<file path="src/rtl/dice_pkg.sv">
// Shared constants, state encodings and helpers for the two-player dice roller.
package dice_pkg;

    localparam logic [2:0] DIE_MIN = 3'd1;
    localparam logic [2:0] DIE_MAX = 3'd6;

    localparam logic [1:0] A_WAIT  = 2'd0;
    localparam logic [1:0] A_PULSE = 2'd1;
    localparam logic [1:0] B_WAIT  = 2'd2;
    localparam logic [1:0] B_PULSE = 2'd3;

    localparam int DEBOUNCE_DEFAULT = 16;

    typedef struct packed {
        logic [3:0] count;
        logic [2:0] die1;
        logic [2:0] die2;
    } roll_t;

    function automatic logic [2:0] next_face(input logic [2:0] face);
        return (face == DIE_MAX) ? DIE_MIN : face + 3'd1;
    endfunction

    function automatic logic [3:0] face_sum(input logic [2:0] a, input logic [2:0] b);
        return {1'b0, a} + {1'b0, b};
    endfunction

endpackage

</file>
<file path="src/rtl/dice_roller_if.sv">
// Player keys in, roll result and strobes out.
interface dice_roller_if;

    logic       keya_n;
    logic       keyb_n;
    logic [3:0] count;
    logic       throwa;
    logic       throwb;
    logic [2:0] die1;
    logic [2:0] die2;
    logic       turn;

    modport master (
        output keya_n, keyb_n,
        input  count, throwa, throwb, die1, die2, turn
    );

    modport slave (
        input  keya_n, keyb_n,
        output count, throwa, throwb, die1, die2, turn
    );

endinterface

</file>
<file path="src/rtl/key_debounce.sv">
// Synchronizes and debounces one active-low key; pulses press for one cycle on
// each accepted 1->0 transition of the debounced level.
module key_debounce
    import dice_pkg::*;
#(
    parameter int DEBOUNCE_CYCLES = DEBOUNCE_DEFAULT
) (
    input  logic clkin,
    input  logic reset,
    input  logic key_n,
    output logic press
);

    localparam logic [7:0] LAST_CNT = 8'(DEBOUNCE_CYCLES - 1);

    logic       sync1_r;
    logic       sync2_r;
    logic       level_r;
    logic [7:0] cnt_r;
    logic       press_r;

    // Synchronizer, stability counter and press-event register.
    always_ff @(posedge clkin) begin
        if (reset) begin
            sync1_r <= 1'b1;
            sync2_r <= 1'b1;
            level_r <= 1'b1;
            cnt_r   <= 8'd0;
            press_r <= 1'b0;
        end else begin
            sync1_r <= key_n;
            sync2_r <= sync1_r;
            press_r <= 1'b0;
            if (sync2_r != level_r) begin
                if (cnt_r == LAST_CNT) begin
                    level_r <= sync2_r;
                    cnt_r   <= 8'd0;
                    // Old level high means the key just became pressed.
                    press_r <= level_r;
                end else begin
                    cnt_r <= cnt_r + 8'd1;
                end
            end else begin
                cnt_r <= 8'd0;
            end
        end
    end

    assign press = press_r;

endmodule

</file>
<file path="src/rtl/dice_roller.sv">
// Two-player dice roller: free-running face counters sampled on the in-turn
// player's debounced press, with a one-cycle active-low throw strobe.
module dice_roller
    import dice_pkg::*;
#(
    parameter int DEBOUNCE_CYCLES = DEBOUNCE_DEFAULT
) (
    input  logic          clkin,
    input  logic          reset,
    dice_roller_if.slave  bus
);

    logic       press_a_s;
    logic       press_b_s;
    logic [2:0] fa_r;
    logic [2:0] fb_r;
    logic [1:0] state_r;
    logic [1:0] state_nxt_s;
    logic       capture_s;
    roll_t      roll_r;
    logic       throwa_r;
    logic       throwb_r;
    logic       turn_r;

    key_debounce #(.DEBOUNCE_CYCLES(DEBOUNCE_CYCLES)) u_key_a (
        .clkin (clkin),
        .reset (reset),
        .key_n (bus.keya_n),
        .press (press_a_s)
    );

    key_debounce #(.DEBOUNCE_CYCLES(DEBOUNCE_CYCLES)) u_key_b (
        .clkin (clkin),
        .reset (reset),
        .key_n (bus.keyb_n),
        .press (press_b_s)
    );

    // Face counters: fb steps only when fa wraps, giving 36 distinct pairs.
    always_ff @(posedge clkin) begin
        if (reset) begin
            fa_r <= DIE_MIN;
            fb_r <= DIE_MIN;
        end else begin
            fa_r <= next_face(fa_r);
            if (fa_r == DIE_MAX) begin
                fb_r <= next_face(fb_r);
            end
        end
    end

    // Turn sequencing; presses outside the owner's WAIT state are dropped.
    always_comb begin
        state_nxt_s = state_r;
        capture_s   = 1'b0;
        case (state_r)
            A_WAIT: begin
                if (press_a_s) begin
                    state_nxt_s = A_PULSE;
                    capture_s   = 1'b1;
                end else begin
                    state_nxt_s = A_WAIT;
                end
            end
            A_PULSE: state_nxt_s = B_WAIT;
            B_WAIT: begin
                if (press_b_s) begin
                    state_nxt_s = B_PULSE;
                    capture_s   = 1'b1;
                end else begin
                    state_nxt_s = B_WAIT;
                end
            end
            B_PULSE: state_nxt_s = A_WAIT;
            default: state_nxt_s = A_WAIT;
        endcase
    end

    // State, latched roll and registered strobes/turn derived from next state.
    always_ff @(posedge clkin) begin
        if (reset) begin
            state_r       <= A_WAIT;
            roll_r.count  <= 4'd0;
            roll_r.die1   <= DIE_MIN;
            roll_r.die2   <= DIE_MIN;
            throwa_r      <= 1'b1;
            throwb_r      <= 1'b1;
            turn_r        <= 1'b0;
        end else begin
            state_r <= state_nxt_s;
            if (capture_s) begin
                roll_r.count <= face_sum(fa_r, fb_r);
                roll_r.die1  <= fa_r;
                roll_r.die2  <= fb_r;
            end
            throwa_r <= (state_nxt_s != A_PULSE);
            throwb_r <= (state_nxt_s != B_PULSE);
            turn_r   <= (state_nxt_s == B_WAIT) || (state_nxt_s == B_PULSE);
        end
    end

    assign bus.count  = roll_r.count;
    assign bus.die1   = roll_r.die1;
    assign bus.die2   = roll_r.die2;
    assign bus.throwa = throwa_r;
    assign bus.throwb = throwb_r;
    assign bus.turn   = turn_r;

endmodule

</file>
<file path="src/flat_wrapper.sv">
// flat-port wrapper written by rule: the top's interface ports become plain ports
module dice_roller_flat import dice_pkg::*;
#(
    parameter int DEBOUNCE_CYCLES = DEBOUNCE_DEFAULT
)
  (clkin, reset, bus_keya_n, bus_keyb_n, bus_count, bus_throwa, bus_throwb, bus_die1, bus_die2, bus_turn);
  dice_roller_if bus_i ();
  input  logic clkin;
  input  logic reset;
  input wire logic [$bits(bus_i.keya_n)-1:0] bus_keya_n;
  input wire logic [$bits(bus_i.keyb_n)-1:0] bus_keyb_n;
  output wire logic [$bits(bus_i.count)-1:0] bus_count;
  output wire logic [$bits(bus_i.throwa)-1:0] bus_throwa;
  output wire logic [$bits(bus_i.throwb)-1:0] bus_throwb;
  output wire logic [$bits(bus_i.die1)-1:0] bus_die1;
  output wire logic [$bits(bus_i.die2)-1:0] bus_die2;
  output wire logic [$bits(bus_i.turn)-1:0] bus_turn;
  assign bus_i.keya_n = bus_keya_n;
  assign bus_i.keyb_n = bus_keyb_n;
  assign bus_count = bus_i.count;
  assign bus_throwa = bus_i.throwa;
  assign bus_throwb = bus_i.throwb;
  assign bus_die1 = bus_i.die1;
  assign bus_die2 = bus_i.die2;
  assign bus_turn = bus_i.turn;
  dice_roller #(.DEBOUNCE_CYCLES(DEBOUNCE_CYCLES)) u_core (.clkin(clkin), .reset(reset), .bus(bus_i));
endmodule
</file>
<file path="config.mk">
export PLATFORM = sky130hd
export DESIGN_NAME = dice_roller_flat
export DESIGN_NICKNAME = d
export VERILOG_FILES = /design/src/rtl/dice_pkg.sv /design/src/rtl/dice_roller_if.sv /design/src/rtl/key_debounce.sv /design/src/rtl/dice_roller.sv /design/src/flat_wrapper.sv
export SDC_FILE = /design/constraint.sdc
export NUM_CORES = 1
export LEC_CHECK = 0
export ABC_AREA = 0
export ABC_CLOCK_PERIOD_IN_PS = 1370
export CORE_UTILIZATION = 40
export CTS_BUF_LIST = sky130_fd_sc_hd__clkbuf_4 sky130_fd_sc_hd__clkbuf_8
export DETAILED_ROUTE_END_ITERATION = 8
export SYNTH_ARGS = -nofsm -noshare
export SYNTH_HDL_FRONTEND = slang
export SYNTH_HIERARCHICAL = 1
export SYNTH_SLANG_ARGS = --single-unit
export TNS_END_PERCENT = 50
</file>
<file path="constraint.sdc">
create_clock -name clkin -period 1.37 [get_ports clkin]
set_input_delay 0.274 -clock clkin [delete_from_list [all_inputs] [get_ports clkin]]
set_output_delay 0.274 -clock clkin [all_outputs]
set_load 0.01 [all_outputs]
</file>
# After elaboration in Yosys (flattened, before gate mapping)
# Index checks and enable logic that the tools add are counted.
[word_totals] ff_bits=45 elab_cells=57 input_bits=4
[op_classes] n_bitwise=4 n_eq_ne=13 n_mux=7 reduce_logical=9 addsub=5
[op_table] operator="adder 8 x 1 -> 8 bit, second input constant" n=2
[op_table] operator="== test 8 x 4 -> 1 bit, second input constant" n=2
[op_table] operator="OR reduction 3 bit" n=4
[op_table] operator="== test 2 bit, second input constant" n=4
[op_table] operator="case mux 2 bit (4 select lines)" n=1
[op_table] operator="adder 3 x 1 -> 3 bit, second input constant" n=2
[op_table] operator="== test 3 bit, second input constant" n=2
[op_table] operator="adder 3 x 3 -> 4 bit" n=1
[op_table] operator="two-way mux 1 bit" n=4
[op_table] operator="inverter 1 bit" n=4
[op_table] operator="AND reduction 2 bit" n=2
[op_table] operator="two-way mux 3 bit" n=1
[op_table] operator="== test 2 x 1 -> 1 bit, second input constant" n=1
[op_table] operator="logical NOT 2 bit" n=1
[op_table] operator="inequality test 1 bit" n=2
[op_table] operator="inequality test 2 x 1 -> 1 bit, second input constant" n=1
[op_table] operator="inequality test 2 bit, second input constant" n=1
[op_table] operator="case mux 1 bit (2 select lines)" n=1
[op_table] operator="OR reduction 2 bit" n=1
[op_table] operator="logical OR 1 bit" n=1

# Logic depth before layout (Yosys ltp)
# Gate-level depths: netlist (run 1).
[depth] word_depth=4 depth_mapped=6

# Cells and area by module
# Netlist (run 1), hierarchy kept.
[modules_own_cells] module="key_debounce" area_each_um2=476.7 cells_each=50 n_inst=2
[modules_own_cells] module="dice_roller" area_each_um2=859.6 cells_each=92 n_inst=1

# Worst setup path before layout (run 1)
# No wires, ideal clock.
[synth_path] path_kind="register to register" from="reg u_core.state_r[1]" to="reg u_core/bus.die1[0] (netlist name)" setup_time_ps=120 t_arrival_ps=1270 t_required_ps=1250 setup_slack_ps=-20 path_stages_with_launch=6 period_less_slack_ps=1390 path_cell_list="dfxtp_1 > inv_1 > ha_1 > a22oi_4 > nor2_1 > a211o_1"
[synth_via] elab_chain_cells=2 elab_cells_between_ends=3 cone_classes="eq/ne (1); mux (1); reduce/logical (1)"
[synth_rtl] item="start: declaration" line_no="dice_roller.sv:17" text="logic [1:0] state_r;"
[synth_rtl] item="start signal: assignment" line_no="dice_roller.sv:90" text="state_r <= state_nxt_s;"
[synth_rtl] item="== test 2 bit / logical NOT 2 bit (equally long branches)" line_no="dice_roller.sv:56" text="case (state_r)"
[synth_rtl] item="case mux 1 bit (2 select lines) (*)" line_no="dice_roller.sv:56"
# Mark *: on every way between the ends. The rest lies on a longest branch, timed or not.
# A chain may end at the register's enable or synchronous reset.

# Worst setup path in the final report (run 1)
[layout_path] from="reg u_core.u_key_a.cnt_r[6]" to="reg u_core.u_key_a.cnt_r[6]"
[layout_via] elab_chain_cells=2 elab_cells_between_ends=3 cone_classes="add/sub (1); eq/ne (1); reduce/logical (1)"
[layout_rtl] item="start: declaration" line_no="key_debounce.sv:19" text="logic [7:0] cnt_r;"
[layout_rtl] item="start signal: assignment" line_no="key_debounce.sv:41" text="cnt_r <= cnt_r + 8'd1;"
[layout_rtl] item="branches (longest 2 deep; another with adder 8 x 1 -> 8 bit)"
# Several ways; the timed one is not identified.

==> qor.csv, run 1 <==
stage,metric,value,unit
clock_tree,numCtsBuffers,5,
timing,setup_viol,1,
clock_tree,insertion_delay,0.29,ns
timing,worst_slew_pin_slew,0.308,ns
floorplanning,initial_core_util,41.6,%
timing,tns,-0.00151,ns
drt,remaining_drc_errors,0,
clock_tree,cts_tree,yes,
logic_synthesis,synth_top_family_by_area,simple AND/OR/NAND/NOR gates,
logic_synthesis,synthSimpleGateAreaFrac,21.0,%
global_routing,use_met2,24.9,%
critical_path,startpoint_type,flop,
placement,place.gp.congestion,0.804,
timing,rsz0062_at_grt,yes,
power_and_ir_drop,pwr-share-clk,36.9,%
critical_path,cp_slowest_cell,or4_4,
global_routing,use_met1,17.7,%
placement,place_inst,271,
clock_tree,htree_levels,2,
global_routing,grt_overflow,0,
timing,min_period,1.37,ns
logic_synthesis,async_flop_share,0,%
global_routing,grt_use_total,14.8,%
power_and_ir_drop,power_frac_seq,56.5,%
placement,dp_hpwl,2430,um
timing,max_slew_margin,79.4,%
logic_synthesis,syn_area,0.00181,sq mm
outcome,violations,setup timing,
floorplanning,ios,17,
global_routing,antenna_found_initial,0,
clock_tree,ctsHoldBuffers,0,
logic_synthesis,synth_mux_area_share,0.552,%
finish,drive_gt1_share,23.7,%
logic_synthesis,ys_ff_latch,44,
floorplanning,dieWidth,69.3,um
global_routing,grt_pass1_wl,5790,um
timing,final.period_utilization,100,%
logic_synthesis,ys.flop_type,dfxtp_1,
power_and_ir_drop,leakage,0.900,nW
timing,finalHoldViolCount,0,
timing,drv_slew,0,
clock_tree,cts-root-buf,clkbuf_8,
power_and_ir_drop,ir_drop,0.702,mV
floorplanning,core,0.00435,sq mm
outcome,status,finished with violations,
drt,detail-route-antenna-nets,0,
drt,initialDrtViolationCount,65,
floorplanning,die_area,0.00481,sq mm
power_and_ir_drop,intPower,1.83,mW
critical_path,path_class,flop to flop,
floorplanning,die_y,69.3,um
floorplanning,num_rows,24,
critical_path,crit_family,simple AND/OR/NAND/NOR gates,
clock_tree,path_clk_slew,0.07,ns
finish,nFillCells,394,
hold_path,holdCritPathClass,flop to flop,
critical_path,worst_path_largest_cell_delay,0.57,ns
clock_tree,cts.sinks,44,
clock_tree,cts_max_path_buffers,2,
timing,setup_ws,-0.00151,ns
finish,syn2layout_area_growth,26.1,%
timing,fmax,0.729,GHz
power_and_ir_drop,p_switching,0.494,mW
timing,fin_skew,0.00368,ns
run,cap_violations,0,
critical_path,path_cells,"or4_4, o211ai_4, a21oi_1",
logic_synthesis,synth_cell_types,39,
critical_path,path_max_fanout,6,
logic_synthesis,syn-num-nets,206,
critical_path,endpoint_kind,flop,
drt,avgRoutedWirePerCell,11.8,um
global_routing,grt_max_degree,20,
finish,layoutNonFillerInstCount,280,
logic_synthesis,synthCells,192,
logic_synthesis,synthAdderAreaFrac,7.32,%
power_and_ir_drop,power.density,1010,mW/mm^2
hold_path,hold_depth,1,
drt,num_vias,1431,
drt,firstDrtPassIters,4,
critical_path,ff2ff_path_depth,3,
logic_synthesis,yosys_warnings,6,
drt,wl,3300,um
power_and_ir_drop,combPwrFrac,6.6,%
critical_path,worst-path-stages,3,
logic_synthesis,synth_edf_count,0,
power_and_ir_drop,p_total,2.32,mW
critical_path,cp.required,1.54,ns
logic_synthesis,synth_xor_area_share,3.38,%
logic_synthesis,yosysSeqAreaShare,48.6,%
critical_path,path_buf_inv,0,
finish,diodes,0,
logic_synthesis,synth_compound_area_share,15.3,%
placement,port_buffers,16,
global_routing,grt_pass1_vias,1404,
global_routing,grt.busiest_layer,met2,
logic_synthesis,synth_area_per_cell,9.44,sq um
power_and_ir_drop,switching_share,21.3,%
global_routing,gr-usage-met3,4.51,%
finish,num-nets-final,241,
critical_path,cp.arrival,1.54,ns
drt,post_drt_via_cell_ratio,5.11,
## flip-flops by register name (all words and copies together), names as in the netlist
signal                  cells
u_core/u_key_a/level_r      1
u_core/u_key_a/sync2_r      1
u_core/bus.die1             3
u_core/u_key_b/cnt_r        8
u_core/bus.die2             3
u_core/u_key_a/cnt_r        8
u_core/u_key_b/level_r      1
u_core/bus.count            4
u_core/u_key_b/press        1
u_core/bus.throwb           1
u_core/u_key_a/press        1
u_core/bus.throwa           1
u_core/state_r              2
u_core/u_key_b/sync2_r      1
u_core/fa_r                 3
u_core/u_key_a/sync1_r      1
u_core/u_key_b/sync1_r      1
u_core/fb_r                 3
## cell usage after synthesis, types with 2 or more instances
master | n | area share [%]
nor4_1 | 2 | 0.69
or3_1 | 4 | 1.4
or4_4 | 2 | 1.2
o311ai_1 | 2 | 0.97
dfxtp_1 | 44 | 49
a21oi_1 | 18 | 5.0
xor2_1 | 4 | 1.9
or3b_1 | 2 | 0.97
nand3b_1 | 3 | 1.2
or3_2 | 2 | 0.83
ha_1 | 9 | 6.2
or2_2 | 4 | 1.4
inv_1 | 12 | 2.5
nor2_1 | 12 | 2.5
nor2_2 | 2 | 0.69
xnor2_1 | 3 | 1.4
nor2b_1 | 2 | 0.69
o21ai_0 | 9 | 2.5
nand2_1 | 28 | 5.8
nand4_1 | 2 | 0.69
o211ai_4 | 2 | 2.3
nand3_1 | 7 | 1.9
## cells in the final DEF, fill, tap and decap left out, types with 5 or more instances in the layout
cell type      netlist  routed
inv_1               12      11
o21ai_0              9       8
ha_1                 9       5
dfxtp_2              0       5
dfxtp_1             44      39
nand3_1              7       6
nor2_1              12      11
buf_4                0      14
clkbuf_8             0       6
nand2_1             28      28
a21oi_1             18      16
dlygate4sd2_1        0      13
## routing by layer
layer  wire length, um  share of wire [%]
met1              1500                 45
met2              1610                 49
met3               145                4.4
met4                52                1.6
met5                 0                  0
## power by group through the flow
| stage | sequential, mW | clock (mW) | combinational [mW] |
|---|---|---|---|
| 2_1_floorplan | 1.34 | 0 | 0.0881 |
| 3_3_place_gp | 1.34 | 0 | 0.136 |
| 3_5_place_dp | 1.34 | 0 | 0.142 |
| 4_1_cts | 1.31 | 0.899 | 0.143 |
| 5_1_grt | 1.31 | 0.943 | 0.173 |
| 6_report | 1.31 | 0.857 | 0.153 |
## cells by family after synthesis
kind of cell    Yosys count
xor+xnor                  7
simple gates             75
flops                    44
buf+inv                  16
mux                       1
fa+ha+maj                10
compound gates           39
## final timing paths
kind                              to  slack [ns]                    start
min reg2reg   u_core/u_key_b/sync2_r        0.41   u_core/u_key_b/sync1_r
max          u_core/u_key_a/cnt_r[6]      -0.002  u_core/u_key_a/cnt_r[6]
min           u_core/u_key_b/sync2_r        0.41   u_core/u_key_b/sync1_r
max reg2reg  u_core/u_key_a/cnt_r[6]      -0.002  u_core/u_key_a/cnt_r[6]
## stage by stage
stage                     worst slack (ns)  area (sq um)  hold slack, ns  utilization, %
after floorplan                    0.00361          1810           0.352               -
after global placement             -0.0261          2140           0.394            49.1
after detailed placement           -0.0875          2140           0.396            49.1
after CTS                         0.000262          2220           0.414            51.0
after global routing               -0.0490          2290           0.424            52.5
final                             -0.00151          2290           0.410            52.5
## area by class of cell
cell class	count	area, sq um	share of cell area, %
tap	52	65.1	2.85
multi-input combinational	132	911	39.8
timing repair buffer	32	280	12.3
sequential	44	887	38.8
inverter	12	45.0	1.97
clock buffer	8	97.6	4.27
## timing repair
action | CTS | global route
gates cloned | 0 | 0
pin swaps | 3 | 7
resized for setup | 14 | 19
setup endpoints to repair | 28 | 29
setup buffers | 0 | 1
No activity file was read; power rests on OpenSTA's default activity.
==> run 2: changes to the inputs <==
MAX_ROUTING_LAYER = met4   (was not set)
==> qor.csv, run 2 (synthesis gave the netlist of run 1 again) <==
stage,metric,value,unit,change
drt,num_vias,1431,,unchanged
floorplanning,num_rows,24,,unchanged
drt,remaining_drc_errors,0,,unchanged
critical_path,cp.required,1.54,ns,about the same
outcome,status,finished with violations,,unchanged
finish,final_common_cell,dfxtp_1,,unchanged
floorplanning,ios,17,,unchanged
placement,dp_hpwl,2430,um,unchanged
floorplanning,die_y,69.3,um,unchanged
finish,final_cell_mix,"39 x dfxtp_1, 28 x nand2_1, 16 x a21oi_1",,unchanged
floorplanning,initial_core_util,41.6,%,unchanged
drt,wl,3300,um,unchanged
global_routing,antenna_found_initial,0,,unchanged
placement,port_buffers,16,,unchanged
floorplanning,dieWidth,69.3,um,unchanged
timing,fin_skew,0.00365,ns,was 0.00368 ns
critical_path,path_max_fanout,6,,unchanged
global_routing,grt_pass1_vias,1403,,was 1404
drt,firstDrtPassIters,4,,unchanged
finish,num-nets-final,241,,unchanged
finish,reg_top3,"u_core/u_key_a/cnt_r (8), u_core/u_key_b/cnt_r (8), u_core/bus.count (4)",,unchanged
timing,max_slew_margin,79.4,%,about the same
clock_tree,path_clk_slew,0.07,ns,about the same
critical_path,r2r_start,u_core/u_key_a/cnt_r[6],,unchanged
critical_path,r2r-end,u_core/u_key_a/cnt_r[6],,unchanged
clock_tree,insertion_delay,0.29,ns,about the same
timing,fmax,0.729,GHz,unchanged
finish,layoutNonFillerInstCount,280,,unchanged
clock_tree,numCtsBuffers,5,,unchanged
critical_path,cp.arrival,1.54,ns,about the same
drt,avgRoutedWirePerCell,11.8,um,unchanged
timing,min_period,1.37,ns,about the same
hold_path,worstHoldStart,u_core/u_key_b/sync1_r,,unchanged
placement,place_inst,271,,unchanged
finish,fin_util,52.5,%,unchanged
power_and_ir_drop,p_total,2.32,mW,about the same
hold_path,min_to,u_core/u_key_b/sync2_r,,unchanged
timing,rsz0062_at_grt,yes,,unchanged
hold_path,hold_depth,1,,unchanged
floorplanning,core,0.00435,sq mm,unchanged
clock_tree,cts_max_path_buffers,2,,unchanged
finish,syn2layout_area_growth,26.1,%,unchanged
power_and_ir_drop,ir_drop,0.702,mV,about the same
timing,whs,0.410,ns,about the same
global_routing,grt_max_degree,20,,unchanged
run,cap_violations,0,,unchanged
clock_tree,ctsHoldBuffers,0,,unchanged
critical_path,ff2ff_path_depth,3,,unchanged
outcome,violations,setup timing,,unchanged
critical_path,startpoint_type,flop,,unchanged
clock_tree,htree_levels,2,,unchanged
drt,post_drt_via_cell_ratio,5.11,,unchanged
power_and_ir_drop,power.density,1010,mW/mm^2,about the same
critical_path,endpoint_kind,flop,,unchanged
floorplanning,die_area,0.00481,sq mm,unchanged
global_routing,grt_use_total,15.3,%,was 14.8%
finish,drive_gt1_share,23.7,%,unchanged
timing,setup_ws,-0.00151,ns,about the same
drt,initialDrtViolationCount,65,,unchanged
clock_tree,cts_tree,yes,,unchanged
global_routing,grt_overflow,0,,unchanged
drt,detail-route-antenna-nets,0,,unchanged
clock_tree,cts.sinks,44,,unchanged
timing,tns,-0.00151,ns,about the same
timing,finalHoldViolCount,0,,unchanged
timing,setup_viol,1,,unchanged
critical_path,reg2reg_slack,-0.002,ns,about the same
hold_path,holdCritPathClass,flop to flop,,unchanged
finish,diodes,0,,unchanged
critical_path,path_class,flop to flop,,unchanged
placement,place.gp.congestion,0.816,,was 0.804
clock_tree,cts-root-buf,clkbuf_8,,unchanged
global_routing,grt_pass1_wl,5800,um,was 5790 um
power_and_ir_drop,leakage,0.900,nW,unchanged
timing,drv_slew,0,,unchanged
timing,final.period_utilization,100,%,about the same
timing,worst_slew_pin_slew,0.309,ns,was 0.308 ns
-- run 2: cell counts in the layout (fill, tap and decap cells not counted) --
No cell type changed its count.
-- run 2: metrics by stage --
step | worst slack (ns) | area (sq um)
6_report | -0.00151 | 2290
5_1_grt | -0.0490 | 2290
4_1_cts | 0.000262 | 2220
3_5_place_dp | -0.0875 | 2140
3_3_place_gp | -0.0261 | 2140
2_1_floorplan | 0.00361 | 1810
-- run 2: how the worst max path moves through the flow --
stage / endpoint / slack, ns / cells after the start / from
floorplan: u_core/bus.die1[0] / 0.004 / 5 / u_core/state_r[1]
global placement: u_core/bus.throwb / -0.03 / 4 / reset
detailed placement: u_core/bus.throwb / -0.09 / 4 / reset
CTS: u_core/bus.die2[2] / 0.0003 / 6 / u_core/state_r[1]
global route: u_core/u_key_a/cnt_r[1] / -0.05 / 3 / u_core/u_key_a/cnt_r[6]
finish: u_core/u_key_a/cnt_r[6] / -0.002 / 3 / u_core/u_key_a/cnt_r[6]
-- run 2: cell type report --
cell class / instances / area [sq um]
Fill cell: 394 / 2070
Multi-Input combinational cell: 132 / 911
Tap cell: 52 / 65.1
Clock buffer: 8 / 97.6
Inverter: 12 / 45.0
Sequential cell: 44 / 887
Timing Repair Buffer: 32 / 280
-- run 2: layer usage --
| layer | GRT usage (%) | vias up | part of all wire (%) |
|---|---|---|---|
| met5 | - | - | 0 |
| li1 | - | 727 | - |
| met2 | 24.9 | 38 | 49 |
| met4 | 5.90 | 0 | 1.6 |
| met1 | 17.7 | 657 | 45 |
| met3 | 4.51 | 9 | 4.4 |
-- run 2: report_power, final --
part	switching, mW	internal [mW]
registers	0.0135	1.30
clock network	0.406	0.451
logic	0.0745	0.0780
total	0.494	1.83
-- run 2: worst max-delay path, stage by stage, from the launching register on --
cell,delay (ns)
dfxtp_2,0.32
or4_4,0.57
o211ai_4,0.29
a21oi_1,0.07
-- run 2: repair_timing --
item,4_1_cts,5_1_grt
gates resized for setup,14,19
gates cloned,0,0
setup endpoints to repair,28,29
pin swaps,3,7
buffers inserted,0,1
